## src/rtl/mips_ctrl_pkg.sv

```systemverilog
// Shared encodings for the multi-cycle MIPS control unit: states, opcodes, functs and mux selects.
// MIPS_CTRL_IMM_LOGIC_EN adds the IMMEX state for andi/ori/xori.
package mips_ctrl_pkg;

   typedef enum logic [3:0] {
      S_FETCH   = 4'd0,
      S_DECODE  = 4'd1,
      S_MEMADR  = 4'd2,
      S_MEMRD   = 4'd3,
      S_MEMWB   = 4'd4,
      S_MEMWR   = 4'd5,
      S_RTYPEEX = 4'd6,
      S_RTYPEWB = 4'd7,
      S_BEQEX   = 4'd8,
      S_ADDIEX  = 4'd9,
      S_ADDIWB  = 4'd10,
`ifdef MIPS_CTRL_IMM_LOGIC_EN
      S_JEX     = 4'd11,
      S_IMMEX   = 4'd12
`else
      S_JEX     = 4'd11
`endif
   } state_e;

   localparam logic [5:0] OP_RTYPE = 6'b000000;
   localparam logic [5:0] OP_LW    = 6'b100011;
   localparam logic [5:0] OP_SW    = 6'b101011;
   localparam logic [5:0] OP_BEQ   = 6'b000100;
   localparam logic [5:0] OP_ADDI  = 6'b001000;
   localparam logic [5:0] OP_J     = 6'b000010;
   localparam logic [5:0] OP_ANDI  = 6'b001100;
   localparam logic [5:0] OP_ORI   = 6'b001101;
   localparam logic [5:0] OP_XORI  = 6'b001110;

   localparam logic [5:0] FUNCT_ADD = 6'b100000;
   localparam logic [5:0] FUNCT_SUB = 6'b100010;
   localparam logic [5:0] FUNCT_AND = 6'b100100;
   localparam logic [5:0] FUNCT_OR  = 6'b100101;
   localparam logic [5:0] FUNCT_XOR = 6'b100110;
   localparam logic [5:0] FUNCT_NOR = 6'b100111;
   localparam logic [5:0] FUNCT_SLT = 6'b101010;

   localparam logic [3:0] ALUOP_ADD = 4'b0000;
   localparam logic [3:0] ALUOP_SUB = 4'b0010;
   localparam logic [3:0] ALUOP_AND = 4'b0100;
   localparam logic [3:0] ALUOP_OR  = 4'b0101;
   localparam logic [3:0] ALUOP_XOR = 4'b0110;
   localparam logic [3:0] ALUOP_NOR = 4'b0111;
   localparam logic [3:0] ALUOP_SLT = 4'b1010;

   localparam logic [1:0] SRCB_B       = 2'b00;
   localparam logic [1:0] SRCB_FOUR    = 2'b01;
   localparam logic [1:0] SRCB_IMM     = 2'b10;
   localparam logic [1:0] SRCB_IMM_SH2 = 2'b11;

   localparam logic [1:0] PCSRC_ALU    = 2'b00;
   localparam logic [1:0] PCSRC_ALUOUT = 2'b01;
   localparam logic [1:0] PCSRC_JUMP   = 2'b10;

endpackage

```

## src/rtl/alu_decoder.sv

```systemverilog
// R-type funct field to ALU opcode decoder; funct_valid flags unsupported functs.
module alu_decoder
   import mips_ctrl_pkg::*;
(
   input  logic [5:0] funct,
   output logic [3:0] alu_op,
   output logic       funct_valid
);

   always_comb begin
      alu_op      = ALUOP_ADD;
      funct_valid = 1'b1;
      case (funct)
         FUNCT_ADD: alu_op = ALUOP_ADD;
         FUNCT_SUB: alu_op = ALUOP_SUB;
         FUNCT_AND: alu_op = ALUOP_AND;
         FUNCT_OR:  alu_op = ALUOP_OR;
         FUNCT_XOR: alu_op = ALUOP_XOR;
         FUNCT_NOR: alu_op = ALUOP_NOR;
         FUNCT_SLT: alu_op = ALUOP_SLT;
         default:   funct_valid = 1'b0;
      endcase
   end

endmodule

```

## src/rtl/mips_multicycle_ctrl.sv

```systemverilog
// Multi-cycle MIPS control unit: Moore FSM driving ALU opcode and datapath enables.
// MIPS_CTRL_IMM_LOGIC_EN adds andi/ori/xori (IMMEX state) and the ExtZero output.
module mips_multicycle_ctrl
   import mips_ctrl_pkg::*;
#(
   parameter int unsigned STATE_W = 4
) (
   input  logic               CLK,
   input  logic               RST,
   input  logic [5:0]         Op,
   input  logic [5:0]         Funct,
   input  logic               Zero,
   output logic [3:0]         ALUOp,
   output logic               ALUSrcA,
   output logic [1:0]         ALUSrcB,
   output logic               IorD,
   output logic               IRWrite,
   output logic               MemWrite,
   output logic               RegDst,
   output logic               MemtoReg,
   output logic               RegWrite,
   output logic [1:0]         PCSrc,
   output logic               PCEn,
   output logic               IllegalOp,
`ifdef MIPS_CTRL_IMM_LOGIC_EN
   output logic               ExtZero,
`endif
   output logic [STATE_W-1:0] State
);

   state_e     state_q, state_d;
   logic [3:0] dec_alu_op;
   logic       dec_funct_valid;
   logic       ir_write, mem_write, reg_write, pc_en, illegal;
`ifdef MIPS_CTRL_IMM_LOGIC_EN
   logic       ext_zero;
`endif

   alu_decoder u_alu_decoder (
      .funct       (Funct),
      .alu_op      (dec_alu_op),
      .funct_valid (dec_funct_valid)
   );

   always_ff @(posedge CLK or negedge RST) begin
      if (!RST) state_q <= S_FETCH;
      else      state_q <= state_d;
   end

   always_comb begin
      state_d   = S_FETCH;
      ALUOp     = ALUOP_ADD;
      ALUSrcA   = 1'b0;
      ALUSrcB   = SRCB_B;
      IorD      = 1'b0;
      RegDst    = 1'b0;
      MemtoReg  = 1'b0;
      PCSrc     = PCSRC_ALU;
      ir_write  = 1'b0;
      mem_write = 1'b0;
      reg_write = 1'b0;
      pc_en     = 1'b0;
      illegal   = 1'b0;
`ifdef MIPS_CTRL_IMM_LOGIC_EN
      ext_zero  = 1'b0;
`endif
      case (state_q)
         S_FETCH: begin
            ALUSrcB  = SRCB_FOUR;
            ir_write = 1'b1;
            pc_en    = 1'b1;
            state_d  = S_DECODE;
         end
         S_DECODE: begin
            ALUSrcB = SRCB_IMM_SH2;
            case (Op)
               OP_LW, OP_SW: state_d = S_MEMADR;
               OP_RTYPE:     state_d = S_RTYPEEX;
               OP_BEQ:       state_d = S_BEQEX;
               OP_ADDI:      state_d = S_ADDIEX;
               OP_J:         state_d = S_JEX;
`ifdef MIPS_CTRL_IMM_LOGIC_EN
               OP_ANDI, OP_ORI, OP_XORI: state_d = S_IMMEX;
`endif
               default:      illegal = 1'b1;
            endcase
         end
         S_MEMADR: begin
            ALUSrcA = 1'b1;
            ALUSrcB = SRCB_IMM;
            state_d = (Op == OP_SW) ? S_MEMWR : S_MEMRD;
         end
         S_MEMRD: begin
            IorD    = 1'b1;
            state_d = S_MEMWB;
         end
         S_MEMWB: begin
            MemtoReg  = 1'b1;
            reg_write = 1'b1;
         end
         S_MEMWR: begin
            IorD      = 1'b1;
            mem_write = 1'b1;
         end
         S_RTYPEEX: begin
            ALUSrcA = 1'b1;
            ALUOp   = dec_alu_op;
            // An unsupported funct aborts straight back to FETCH so no writeback happens.
            if (dec_funct_valid) state_d = S_RTYPEWB;
            else                 illegal = 1'b1;
         end
         S_RTYPEWB: begin
            RegDst    = 1'b1;
            reg_write = 1'b1;
         end
         S_BEQEX: begin
            ALUSrcA = 1'b1;
            ALUOp   = ALUOP_SUB;
            PCSrc   = PCSRC_ALUOUT;
            pc_en   = Zero;
         end
         S_ADDIEX: begin
            ALUSrcA = 1'b1;
            ALUSrcB = SRCB_IMM;
            state_d = S_ADDIWB;
         end
         S_ADDIWB: begin
            reg_write = 1'b1;
         end
         S_JEX: begin
            PCSrc = PCSRC_JUMP;
            pc_en = 1'b1;
         end
`ifdef MIPS_CTRL_IMM_LOGIC_EN
         S_IMMEX: begin
            ALUSrcA  = 1'b1;
            ALUSrcB  = SRCB_IMM;
            ext_zero = 1'b1;
            case (Op)
               OP_ANDI: ALUOp = ALUOP_AND;
               OP_ORI:  ALUOp = ALUOP_OR;
               default: ALUOp = ALUOP_XOR;
            endcase
            state_d = S_ADDIWB;
         end
`endif
         default: state_d = S_FETCH;
      endcase
   end

   // Write strobes are masked by reset so an aborted instruction commits nothing.
   assign IRWrite   = ir_write  & RST;
   assign MemWrite  = mem_write & RST;
   assign RegWrite  = reg_write & RST;
   assign PCEn      = pc_en     & RST;
   assign IllegalOp = illegal   & RST;
`ifdef MIPS_CTRL_IMM_LOGIC_EN
   assign ExtZero   = ext_zero;
`endif
   assign State     = STATE_W'(state_q);

endmodule
```

## config.mk

```make
export PLATFORM = sky130hd
export DESIGN_NAME = mips_multicycle_ctrl
export DESIGN_NICKNAME = d
export VERILOG_FILES = /design/src/rtl/mips_ctrl_pkg.sv /design/src/rtl/alu_decoder.sv /design/src/rtl/mips_multicycle_ctrl.sv
export SDC_FILE = /design/constraint.sdc
export NUM_CORES = 1
export LEC_CHECK = 0
export CAP_MARGIN = 20
export CORE_UTILIZATION = 30
export CTS_CLUSTER_SIZE = 28
export DETAILED_ROUTE_END_ITERATION = 6
export PLACE_DENSITY_LB_ADDON = 0.15
export REMOVE_ABC_BUFFERS = 1
export SETUP_SLACK_MARGIN = 0.02
export SLEW_MARGIN = 0
export SYNTH_ARGS = -nofsm -noshare
export SYNTH_HDL_FRONTEND = slang
export SYNTH_SLANG_ARGS = --single-unit
```

## constraint.sdc

```tcl
create_clock -name CLK -period 2 [get_ports CLK]
set_input_delay 0.6 -clock CLK [delete_from_list [all_inputs] [get_ports CLK]]
set_output_delay 0.6 -clock CLK [all_outputs]
set_load 0.05 [all_outputs]
```

==> impl_metrics.tcl, run 1 <==
set metrics [dict create \
    synth_seq_cells 4 \
    pre_cts_ws_ps -600.3 \
    synth_fa_ha_area_frac 0 \
    avgSynthCellArea_um2 7.038 \
    hold_buffers 0 \
    cts.sinks 4 \
    dp_hpwl_um 1714 \
    cts-resized-gates 72 \
    ys_warn_count 0 \
    synthSimpleGateAreaFrac 0.4469 \
    tool.error "[ERROR DPL-0038] Utilization greater than 100%, impossible to legalize" \
    cts_buffers 3 \
    last-stage-reached "4_1_cts" \
    die_h_um 43.10 \
    status "aborted with a tool error" \
    yosys.area.top_type "dfrtp_1" \
    pin_count 36 \
    die_w_um 43.10 \
    synth_top_family_by_area "simple AND/OR/NAND/NOR gates" \
    synth.area.top_cells "dfrtp_1 20%, nand2b_1 7.4%, nor2_1 6.7%, nor3_1 5.9%, o21ai_0 5.9%" \
    synth_cells 72 \
    async_flop_share 1.000 \
    synth_seq_area_share 0.1975 \
    yosysMostFrequentCell "nor2_1" \
    initial_core_util 0.3287 \
    yosysTopAreaCellShare 0.1975 \
    gp_congestion 0.8395 \
    synth-edff-count 0 \
    num_rows 14 \
    cts.root.buffer_cell "clkbuf_4" \
    post_cts.repair.setup_buffers 16 \
    synth_compound_area_frac 0.2346 \
    ys_types 29 \
    synth_commonest_cells "9 x nor2_1, 6 x nand2b_1, 6 x nor3_1, 6 x o21ai_0" \
    cts-htree-levels 1 \
    synthFlopType "dfrtp_1" \
    portBuffers 35 \
    synth_xor_area_frac 0.05185 \
    synth.area.mux_share 0.02222 \
    clk_path_buf_depth 2 \
    synth_area_um2 506.7 \
]
-- per-stage QoR --
stage                     instance area (um2)  hold slack, ps  std cells
after detailed placement                 1296           699.1        150
after global placement                   1296           682.4        150
after floorplan                         498.0           304.4         70
-- cells by family after synthesis --
family | count (synthesis)
xor+xnor | 3
mux | 1
compound gates | 18
flops | 4
buf+inv | 6
simple gates | 40
==> run 2, diff against run 1 <==
--- a/config.mk
+++ b/config.mk
@@ -6,12 +6,11 @@
 export NUM_CORES = 1
 export LEC_CHECK = 0
 export CAP_MARGIN = 20
-export CORE_UTILIZATION = 30
-export CTS_CLUSTER_SIZE = 28
+export CORE_AREA = 2 2 63 65
 export DETAILED_ROUTE_END_ITERATION = 6
+export DIE_AREA = 0 0 65 67
 export PLACE_DENSITY_LB_ADDON = 0.15
 export REMOVE_ABC_BUFFERS = 1
-export SETUP_SLACK_MARGIN = 0.02
 export SLEW_MARGIN = 0
 export SYNTH_ARGS = -nofsm -noshare
 export SYNTH_HDL_FRONTEND = slang
==> impl_metrics.tcl, run 2 <==
set metrics [dict create \
    status "finished, violations left" \
    failed_checks "setup timing" \
    die_h_um 67 \
    final_cell_mix "36 x buf_4, 19 x buf_12, 9 x buf_6, 7 x nand2b_4" \
    finalNetCount 167 \
    hold_viol 0 \
    grt_pass1_wl_um 4077 \
    synth_fa_ha_area_frac 0 \
    use_met3 0.02534 \
    cts_buffers 3 \
    vias 833 \
    yosys.area.top_type "dfrtp_1" \
    grt_max_degree 12 \
    core_area_mm2 0.003606 \
    wire_per_inst_um 12.28 \
    ant_nets 0 \
    synth_cells 72 \
    fin_hold_ws_ps 337.1 \
    end_kind "output pin" \
    dp_hpwl_um 1900 \
    setup_slack_ps -205.2 \
    antennaDiodeCount 0 \
    synthSimpleGateAreaFrac 0.4469 \
    synth_seq_cells 4 \
    clk_path_buf_depth 2 \
    grt_use_met2 0.2281 \
    die_w_um 65 \
    synthFlopType "dfrtp_1" \
    crit_start "Funct[4]" \
    drc 0 \
    final_area_mm2 0.001708 \
    ir_worst_vdd_v 0.0003410 \
    cp-start-kind "input port" \
    gr-usage-met1 0.1318 \
    largest_register_ffs 4 \
    fin_crit_ps 2205 \
    synth_seq_area_share 0.1975 \
    rr_worst_depth 4 \
    avgSynthCellArea_um2 7.038 \
    setup_viol_count_final 10 \
    crit_path_end "ALUOp[0]" \
    ys_warn_count 0 \
    area_growth_pct 237.0 \
    cts-htree-levels 1 \
    worstReg2RegEnd "State[1]" \
    tightestPinTransition_ps 295.1 \
    fmax_mhz 453.5 \
    yosysMostFrequentCell "nor2_1" \
    first_pass_iters 4 \
    finalCritPeriodShare 1.103 \
    required_ps 1400 \
    yosysTopAreaCellShare 0.1975 \
    maxCapViolCount 0 \
    crit_fanout 2 \
    p_leak_nw 0.7464 \
    relSlewSlack 0.8008 \
    overflow 0 \
    async_flop_share 1.000 \
    via_per_inst 4.207 \
    drt_iter0_drc 16 \
    hp-class "in2async" \
    cts.sinks 4 \
    grt.busiest_layer "met2" \
    num_rows 22 \
    crit_arrival_ps 1610 \
    antenna_found_initial 0 \
    rsz0062_at_grt "true" \
    initial_core_util 0.1405 \
    synth_compound_area_frac 0.2346 \
    worstReg2RegStart "State[3]" \
    wl_um 2432 \
    ff2ff_setup_slack_ps 620 \
    synth_area_um2 506.7 \
    gp_congestion 0.7505 \
    synth.area.mux_share 0.02222 \
    path_class "in2out" \
    grt_pass1_vias 856 \
    cts.root.buffer_cell "clkbuf_8" \
    clock-skew-final_ps 1.282 \
    synth.area.top_cells "dfrtp_1 20%, nand2b_1 7.4%, nor2_1 6.7%, nor3_1 5.9%, o21ai_0 5.9%" \
    ys_types 29 \
    clk_latency_ps 220 \
    synth_xor_area_frac 0.05185 \
    layout_commonest_cell "buf_4" \
    dpl_cell_area_mm2 0.001346 \
    pin_count 36 \
    synth_commonest_cells "9 x nor2_1, 6 x nand2b_1, 6 x nor3_1, 6 x o21ai_0" \
    power_per_cell_area_mw_per_mm2 1080 \
    clkSlewWorstSetupHoldPaths_ps 30 \
    layout-drive-gt1-share 0.7533 \
    grt_usage 0.1235 \
    tritoncts "built" \
    portBuffers 35 \
    slew_violations 0 \
    fin_util 0.4736 \
    pre_cts_ws_ps -598.5 \
    synth-edff-count 0 \
    synth_top_family_by_area "simple AND/OR/NAND/NOR gates" \
    p_total_mw 1.845 \
    dieArea_mm2 0.004355 \
]
## run 2: worst min-delay path by stage
stage	from	endpoint	slack [ps]	depth (start not counted)
2_1_floorplan	RST	State[0]	300	0
3_3_place_gp	State[2]	State[2]	660	3
3_5_place_dp	State[2]	State[2]	670	3
4_1_cts	RST	State[1]	340	2
5_1_grt	RST	State[1]	340	2
6_report	RST	State[0]	340	2
## run 2: critical path, stage by stage
cell,delay [ps]
buf_6,90
nand2b_4,130
or3_4,350
nor3_4,130
and2_4,170
buf_12,130
## run 2: cell families (layout without fill, tap and decap cells)
family	count (synthesis)	after routing
DFF	4	4
AOI/OAI and AO/OA	18	18
xor gates and xnor gates	3	3
buffers and inverters	6	84
muxes	1	1
and+or+nand+nor	40	40
## run 2: what timing repair did
item,CTS,global route
buffers inserted,10,0
resized for setup,87,12
pin swaps,15,12
hold buffers,0,0
gates cloned,0,0
setup endpoints to repair,12,15
## run 2: area by class of cell
| cell class | instances | area [um2] |
|---|---|---|
| fillers | 342 | 1898 |
| repair buffers | 77 | 880.8 |
| multi-input cells | 62 | 605.6 |
| flip-flops and latches | 4 | 102.6 |
| well taps | 48 | 60.06 |
| clock buffers | 3 | 41.29 |
| inverters | 4 | 17.52 |
## run 2: routing by layer
metal,vias to the layer above,wire length [um]
met1,380,981
met5,-,0
met2,30,1253
met4,0,54
li1,418,-
met3,5,143
## run 2: metrics by stage
stage / TNS [ps] / instances
after floorplan: -12080 / 70
after global placement: -4119 / 185
after detailed placement: -4260 / 185
after CTS: -1683 / 198
after global routing: -1844 / 198
final: -1161 / 198
## run 2: power by group
group	total [mW]	internal, mW	switching, mW
Sequential	0.139	0.108	0.0306
Clock	0.168	0.128	0.0401
Combinational	1.54	0.773	0.765
(Power assumes the default switching activity.)
==> run 3, diff against run 2 <==
--- a/config.mk
+++ b/config.mk
@@ -9,6 +9,7 @@
 export CORE_AREA = 2 2 63 65
 export DETAILED_ROUTE_END_ITERATION = 6
 export DIE_AREA = 0 0 65 67
+export HOLD_SLACK_MARGIN = 0.15
 export PLACE_DENSITY_LB_ADDON = 0.15
 export REMOVE_ABC_BUFFERS = 1
 export SLEW_MARGIN = 0
==> results of run 3 <==
No change in the layout: final DEF, timing and power equal those of run 2.
